`src/rtl/multdiv_pkg.sv`:
```
// multdiv_pkg: shared state/op encodings and counter sizing for multdiv_iter
package multdiv_pkg;
   typedef enum logic [2:0] {IDLE, PREP, RUN, FIX, DONE} state_t;
   typedef enum logic {OP_MULT, OP_DIV} op_t;
   function automatic int cnt_w(input int width);
      return $clog2(width + 1);
   endfunction
endpackage

```
`src/rtl/mod_n_counter.sv`:
```
// mod_n_counter: wrapping iteration counter with sync clear and terminal-count flag
module mod_n_counter #(
   parameter int W  = 4,
   parameter int TC = 7
) (
   input  logic clk_i,
   input  logic rst_i,
   input  logic clr_i,
   input  logic en_i,
   output logic tc_o
);
   logic [W-1:0] cnt_q, cnt_d;
   assign tc_o = cnt_q == W'(TC);
   always_comb cnt_d = clr_i ? '0 : !en_i ? cnt_q : tc_o ? '0 : cnt_q + 1'b1;
   always_ff @(posedge clk_i) cnt_q <= rst_i ? '0 : cnt_d;
endmodule

```
`src/rtl/multdiv_iter.sv`:
```
// multdiv_iter: iterative radix-2 shift-add multiplier / restoring divider
module multdiv_iter
   import multdiv_pkg::*;
#(
   parameter int WIDTH  = 32,
   parameter bit SIGNED = 1
) (
   input  logic             clock,
   input  logic             reset,
   input  logic [WIDTH-1:0] data_operandA,
   input  logic [WIDTH-1:0] data_operandB,
   input  logic             ctrl_MULT,
   input  logic             ctrl_DIV,
   output logic [WIDTH-1:0] data_result,
   output logic [WIDTH-1:0] data_result_hi,
   output logic             data_exception,
   output logic             data_resultRDY,
   output logic             busy
);
   localparam int CW = cnt_w(WIDTH);
   localparam logic [WIDTH-1:0] MIN = {1'b1, {(WIDTH-1){1'b0}}};
   state_t state_q, state_d;
   op_t op_q, op_d;
   logic [WIDTH-1:0] a_q, a_d, b_q, b_d, hi_q, hi_d, lo_q, lo_d, md_q, md_d;
   logic [WIDTH-1:0] res_q, res_d, reshi_q, reshi_d;
   logic exc_q, exc_d;
   logic start, tc, a_neg, b_neg, sgn_neg, ge;
   logic [WIDTH-1:0] a_mag, b_mag, diff, quo, rem;
   logic [WIDTH:0] sum, shl;
   logic [2*WIDTH-1:0] prod;
   assign start   = ctrl_MULT | ctrl_DIV;
   assign a_neg   = SIGNED && a_q[WIDTH-1];
   assign b_neg   = SIGNED && b_q[WIDTH-1];
   assign sgn_neg = a_neg ^ b_neg;
   assign a_mag   = a_neg ? -a_q : a_q;
   assign b_mag   = b_neg ? -b_q : b_q;
   assign sum     = {1'b0, hi_q} + (lo_q[0] ? {1'b0, md_q} : '0);
   assign shl     = {hi_q, lo_q[WIDTH-1]};
   assign ge      = shl >= {1'b0, md_q};
   // partial remainder stays below the divisor, so the subtraction fits WIDTH bits
   assign diff    = shl[WIDTH-1:0] - md_q;
   assign prod    = sgn_neg ? -{hi_q, lo_q} : {hi_q, lo_q};
   assign quo     = sgn_neg ? -lo_q : lo_q;
   assign rem     = a_neg ? -hi_q : hi_q;
   mod_n_counter #(.W(CW), .TC(WIDTH-1)) u_cnt (
      .clk_i(clock), .rst_i(reset), .clr_i(start), .en_i(state_q == RUN), .tc_o(tc)
   );
   always_comb begin
      state_d = state_q;
      op_d    = op_q;
      a_d     = a_q;
      b_d     = b_q;
      hi_d    = hi_q;
      lo_d    = lo_q;
      md_d    = md_q;
      res_d   = res_q;
      reshi_d = reshi_q;
      exc_d   = exc_q;
      case (state_q)
         PREP: begin
            hi_d    = '0;
            lo_d    = op_q == OP_MULT ? b_mag : a_mag;
            md_d    = op_q == OP_MULT ? a_mag : b_mag;
            state_d = (op_q == OP_DIV && b_q == '0) ? DONE : RUN;
            if (op_q == OP_DIV && b_q == '0) begin
               res_d   = '0;
               reshi_d = a_q;
               exc_d   = 1'b1;
            end
         end
         RUN: begin
            state_d = tc ? FIX : RUN;
            hi_d    = op_q == OP_MULT ? sum[WIDTH:1] : ge ? diff : shl[WIDTH-1:0];
            lo_d    = op_q == OP_MULT ? {sum[0], lo_q[WIDTH-1:1]} : {lo_q[WIDTH-2:0], ge};
         end
         FIX: begin
            state_d = DONE;
            res_d   = op_q == OP_MULT ? prod[WIDTH-1:0] : quo;
            reshi_d = op_q == OP_MULT ? prod[2*WIDTH-1:WIDTH] : rem;
            exc_d   = op_q == OP_MULT
                    ? prod[2*WIDTH-1:WIDTH] != (SIGNED ? {WIDTH{prod[WIDTH-1]}} : '0)
                    : SIGNED && a_q == MIN && b_q == '1;
         end
         DONE:    state_d = IDLE;
         default: state_d = IDLE;
      endcase
      // a start aborts whatever is in flight and leaves the visible outputs untouched
      if (start) begin
         state_d = PREP;
         op_d    = ctrl_MULT ? OP_MULT : OP_DIV;
         a_d     = data_operandA;
         b_d     = data_operandB;
         res_d   = res_q;
         reshi_d = reshi_q;
         exc_d   = exc_q;
      end
   end
   always_ff @(posedge clock) begin
      if (reset) begin
         state_q <= IDLE;
         op_q    <= OP_MULT;
         a_q     <= '0;
         b_q     <= '0;
         hi_q    <= '0;
         lo_q    <= '0;
         md_q    <= '0;
         res_q   <= '0;
         reshi_q <= '0;
         exc_q   <= 1'b0;
      end else begin
         state_q <= state_d;
         op_q    <= op_d;
         a_q     <= a_d;
         b_q     <= b_d;
         hi_q    <= hi_d;
         lo_q    <= lo_d;
         md_q    <= md_d;
         res_q   <= res_d;
         reshi_q <= reshi_d;
         exc_q   <= exc_d;
      end
   end
   assign data_result    = res_q;
   assign data_result_hi = reshi_q;
   assign data_exception = exc_q;
   assign data_resultRDY = state_q == DONE;
   assign busy           = state_q == PREP || state_q == RUN || state_q == FIX;
endmodule

```
`config.mk`:
```
export PLATFORM = sky130hd
export DESIGN_NAME = multdiv_iter
export DESIGN_NICKNAME = d
export VERILOG_FILES = /design/src/rtl/multdiv_pkg.sv /design/src/rtl/mod_n_counter.sv /design/src/rtl/multdiv_iter.sv
export SDC_FILE = /design/constraint.sdc
export NUM_CORES = 1
export LEC_CHECK = 0
export BUFFER_PORTS_ARGS = -buffer_cell sky130_fd_sc_hd__buf_4
export CAP_MARGIN = 25
export CORE_UTILIZATION = 55
export CTS_BUF_LIST = sky130_fd_sc_hd__clkbuf_2
export DETAILED_ROUTE_END_ITERATION = 8
export PLACE_DENSITY = 0.74
export SKIP_CTS_REPAIR_TIMING = 1
export SYNTH_ARGS = -nofsm -noshare
export SYNTH_HDL_FRONTEND = slang
export SYNTH_SLANG_ARGS = --single-unit
```
`constraint.sdc`:
```
create_clock -name clock -period 4 [get_ports clock]
set_input_delay 0.2 -clock clock [delete_from_list [all_inputs] [get_ports clock]]
set_output_delay 0.2 -clock clock [all_outputs]
set_load 0.02 [all_outputs]
```
* Word level (Yosys, flattened, before mapping) *
Index checks and enable logic that the tools add are counted.

storage, ports and cells
  register bits = 235
  output and inout port bits = 67
  bits of input ports = 68

cells by class
  equal/unequal tests = 9
  mux-type cells = 28
  add/subtract/negate cells = 8
  magnitude comparators = 1
  bitwise operators = 3
  reductions and logical operators = 9

operators with widths
  operator                                                          number
  32-bit 2-to-1 mux                                                 14
  32-bit case mux with 2 select lines                               4
  32-bit negation                                                   4
  32-bit == test (second input constant)                            2
  64-bit 2-to-1 mux                                                 1
  64-bit negation                                                   1
  32-bit by 32-bit adder with 33-bit output                         1
  33-bit by 32-bit greater-or-equal comparator with 1-bit output    1
  32-bit zero test                                                  1
  32-bit != test                                                    1
  32-bit subtractor                                                 1
  3-bit case mux with 3 select lines                                1
  6-bit by 1-bit adder with 6-bit output (second input constant)    1
  3-bit by 2-bit == test with 1-bit output (second input constant)  2
  6-bit by 5-bit == test with 1-bit output (second input constant)  1
  6-bit 2-to-1 mux                                                  1
  1-bit 2-to-1 mux                                                  5
  2-bit nonzero test                                                2
  3-bit by 1-bit == test with 1-bit output (second input constant)  1
  3-bit == test (second input constant)                             1
  3-bit 2-to-1 mux                                                  1
  3-bit AND reduction                                               1
  1-bit logical AND                                                 2
  1-bit logical OR                                                  2
  other kinds (6)                                                   6

* Longest topological paths before layout *
  depth in word-level cells = 5
  gate-level depth with buffers = 14

* Hierarchy *
A second synthesis with hierarchy kept.

unflattened totals
  cells, all modules = 2404
  area total of the unflattened synthesis = 17491.8 µm²

modules (own cells, without submodules)
  module         times used  cells an instance  area each (µm²)  seq. area each (µm²)
  multdiv_iter   1           2374               17200.2          4584.4
  mod_n_counter  1           30                 291.5            120.1

* Least setup slack after synthesis *
OpenSTA, ideal clock, no wires.

  kind = register -> register
  from = register hi_q[1]
  to = register exc_q, in the netlist data_exception
  setup time = 0.123 ns
  clock period less this slack = 3.305 ns
  arrival = 3.182 ns
  path slack = 0.695 ns
  stages on the path, launching flop included = 13
  cell sequence = dfxtp_1 clkbuf_1 inv_1 ha_1 nor3b_1 nand2_1 or4_1 xnor2_1 or4_1 a2111oi_0 a2bb2oi_1 a21oi_1 a21oi_1

on the way
  word-level cells in the longest chain between the ends = 5

ends and longest elaborated chain
  item                                    RTL line             text
  from (decl)                             multdiv_iter.sv:24   logic [WIDTH-1:0] a_q, a_d, b_q, b_d, hi_q, hi_d, lo_q, lo_d, md_q, md_d;
  from (signal assigned)                  multdiv_iter.sv:115  hi_q <= hi_d;
  64-bit negation                         multdiv_iter.sv:42   assign prod = sgn_neg ? -{hi_q, lo_q} : {hi_q, lo_q};
  64-bit 2-to-1 mux (*)                   multdiv_iter.sv:42
  32-bit != test (*)                      multdiv_iter.sv:81   ? prod[2*WIDTH-1:WIDTH] != (SIGNED ? {WIDTH{prod[WIDTH-1]}} : '0)
  1-bit 2-to-1 mux (*)                    multdiv_iter.sv:81
  1-bit case mux with 2 select lines (*)  multdiv_iter.sv:59   case (state_q)
  to (signal assigned)                    multdiv_iter.sv:109  exc_q <= 1'b0;
  to (signal assigned)                    multdiv_iter.sv:120  exc_q <= exc_d;
  to (decl)                               multdiv_iter.sv:26   logic exc_q, exc_d;

Mark *: on every way between the ends. The rest lies on a longest branch, timed or not.
A chain may end at the register's enable or synchronous reset.

* Final worst setup path *
  from = register lo_q[0]
  to = register hi_q[31]

on the way
  word-level cells in the longest chain between the ends = 4

ends and longest elaborated chain
  item                                       RTL line             text
  from (decl)                                multdiv_iter.sv:24
  from (signal assigned)                     multdiv_iter.sv:116  lo_q <= lo_d;
  32-bit 2-to-1 mux                          multdiv_iter.sv:37   assign sum = {1'b0, hi_q} + (lo_q[0] ? {1'b0, md_q} : '0);
  32-bit by 32-bit adder with 33-bit output  multdiv_iter.sv:37
  32-bit 2-to-1 mux                          multdiv_iter.sv:73   hi_d = op_q == OP_MULT ? sum[WIDTH:1] : ge ? diff : shl[WIDTH-1:0];
  32-bit case mux with 2 select lines        multdiv_iter.sv:59

No other way between the ends.

==> results.md <==
- Die height: 182 µm
- Final hold violation count: 0
- Initial antenna violation count: 1
- WL per Instance: 22.3 µm
- Clk buf depth: 3
- Critical setup path kind: register to register
- R2r startpoint: lo_q[0]
- R2R cell count: 14
- Yosys warnings: 0
- Total core area: between 30000 and 40000 µm²
- Worst Path Arrival: 4.63 ns
- Total number of vias: 19.6k
- Grt total ovfl: 0
- HPWL Detailed: roughly 49000 µm
- Avg Cell Area, Syn: 7.38 µm²
- Multi-input logic area: 12200 µm²
- Post-Route WL: 68000 µm
- H-tree depth: 3
- Cell with the most instances after synthesis: nand2_1
- VDD IR-drop max: 0.000250 V
- Worst hold-check path type: input port to register
- #FFs+latches synth: about 240
- Cell Rows: 65
- Final period util: 96.3%
- Hold depth: 4
- Top cell type's share of synthesized area: 26.4%
- Synth Instances: 2411
- Clock Latency Late Sink: 0.99 ns
- Status: complete, no violations
- Final ANT Viol Nets: 0
- Storage cell area: roughly 4700 µm²
- Top_reg_cell synth: dfxtp_1
- DRC Markers: 0
- Clock sink count: 235
- Setup-failing EPs final: 0
- EDFF count, synth: 0
- Asr flop ratio synth: 0%
- Seq/Total Area, Yosys: between 20% and 30%
- Time the worst path needs with I/O delays and setup: 3.85 ns
- Placer Congestion: 1.02
- Global-route wire length before repair: a little over 100000 µm
- Slew @ Worst Pin: 1.02 ns
- Starting Density: 56.1%
- Slew Limit Headroom: 32.1%
- # Max-Cap Violations: 0
- Clock skew: 0.0885 ns
- Synth area leaders: dfxtp_1, nand2_1, a21oi_1
- Drt initial violations: roughly 2.6k
- Clock edge transition at the registers on the reported setup and hold paths: 0.12 ns
- Critical path required time: approximately 4.8 ns
- Crit Reg-Reg Endpoint: hi_q[31]
- CTS buffer count: 69
- # fillers: 2817
- RSZ-0062 raised after global routing: no
- Drt first pass iters: 6
- Final slew viol count: 0
- I/O pin count: 135
- Die Wd: approximately 180 µm
- CTS tree: yes
- Setup TNS: 0 ns
- Reg2Reg Setup Slack: 0.15 ns
- Number of port buffers: 134
- Critical path capture point type: register
- Root buffer cell: clkbuf_2
- Leakage: 8.55 nW
- Total Routing Usage GR: 39.1%
- Share of cells above drive strength 1: between 10% and 20%
- Cell area after synthesis: 17800 µm²
- Hold path start: data_operandB[13]
- CP Launch Type: register
- Vias in the first global route: 17.3k
- Vias/cell: ~6.5
- Area growth syn-to-layout: 16.7%
- FMAX: 260 MHz
- Area leader, netlist: dfxtp_1
- Cell Pwr Density: 314 nW/µm²
- Post-Synthesis Net Count: 2551
- Max Fanout on Critical Path: 15
- Final #Nets: around 2.7k
- Overall power: 0.00653 W
- Count of cell types in the netlist: 86
- Hold WS: 0.0427 ns
- Synth cell count leaders: nand2_1, nor2_1, dfxtp_1
- Die ar.: 33100 µm²
- Largest net degree at the start of global routing: 83
- Hold EP: b_q[13]
[through the flow]
| step | utilization, % | setup slack, ns | cells | cell area (µm²) |
|---|---|---|---|---|
| after CTS | 63.0 | -0.000516 | 2963 | 20000 |
| final | 65.5 | 0.148 | 3041 | 20800 |
| after global placement | 60.8 | 0.149 | 2843 | 19300 |
| after detailed placement | 60.8 | 0.0665 | 2844 | 19300 |
| after global routing | 65.5 | 0.0375 | 3041 | 20800 |
| after floorplan | - | 0.695 | 2411 | 17800 |
[layout make-up]
type	count	share of cell area (%)
inverter	60	1.08
timing repair buffer	301	11.9
tap	402	2.42
clock inverter	28	1.12
antenna	2	0.0241
multi-input combinational	1922	58.6
sequential	235	22.7
clock buffer	91	2.19
[flip-flops by register name, indices dropped and copies added, names as in the netlist]
register        count
a_q                32
b_q                32
data_exception      1
data_result        32
data_result_hi     32
hi_q               32
lo_q               32
md_q               32
op_q                1
state_q             3
u_cnt.cnt_q         6
[critical path, stage by stage (launching register included)]
cell	delay [ns]
dfxtp_1	0.49
inv_1	0.20
buf_4	0.25
nor2_1	0.13
ha_1	0.28
o21a_1	0.20
o31a_1	0.13
o2111ai_1	0.34
and2_1	0.28
o41ai_1	0.09
buf_4	0.16
a311o_1	0.39
o311a_1	0.31
o41ai_1	0.32
a41oi_1	0.07
[how the worst max path moves through the flow]
stage                  start              to  slack, ns  depth (start not counted)
floorplan            hi_q[1]  data_exception       0.70                         12
global placement    lo_q[31]        hi_q[28]       0.15                         13
detailed placement  lo_q[31]        hi_q[28]       0.07                         13
CTS                 lo_q[31]        hi_q[28]    -0.0005                         13
global route         lo_q[9]  data_exception       0.04                          9
finish               lo_q[0]        hi_q[31]       0.15                         14
[layer usage]
layer	wire length [µm]	global-route usage (%)	share of wire [%]
met5	0	0	0
met4	2640	16.2	3.9
met3	6910	7.38	10
met1	29000	55.0	43
met2	29400	58.4	43
[kinds of logic after synthesis]
| logic type | Yosys count | share of synthesized area (%) |
|---|---|---|
| xor+xnor | 196 | 9.69 |
| compound gates | 697 | 25.5 |
| simple gates | 864 | 22.4 |
| fa+ha+maj | 72 | 5.15 |
| flops | 235 | 26.4 |
| buf+inv | 254 | 5.52 |
| mux | 93 | 5.35 |
[power breakdown]
part / leakage, nW / total, W / switching [W] / internal [W]
Sequential: 1.92 / 0.00257 / 0.000142 / 0.00243
Clock: 0.491 / 0.00205 / 0.00117 / 0.000889
Combinational: 6.14 / 0.00191 / 0.00117 / 0.000741
[cell usage in the layout, fill, tap and decap left out, drive strengths merged, types with 60 or more instances in the layout]
cell         netlist  final
inv               60     60
mux2i             85     85
dfxtp            235    235
nand2            352    352
xnor2             95     95
nor2             261    261
buf               35    225
clkbuf           159     91
dlygate4sd3        0     76
a21oi            224    224
ha                70     70
xor2             101    101
o21ai            120    120
(Power assumes the default switching activity.)
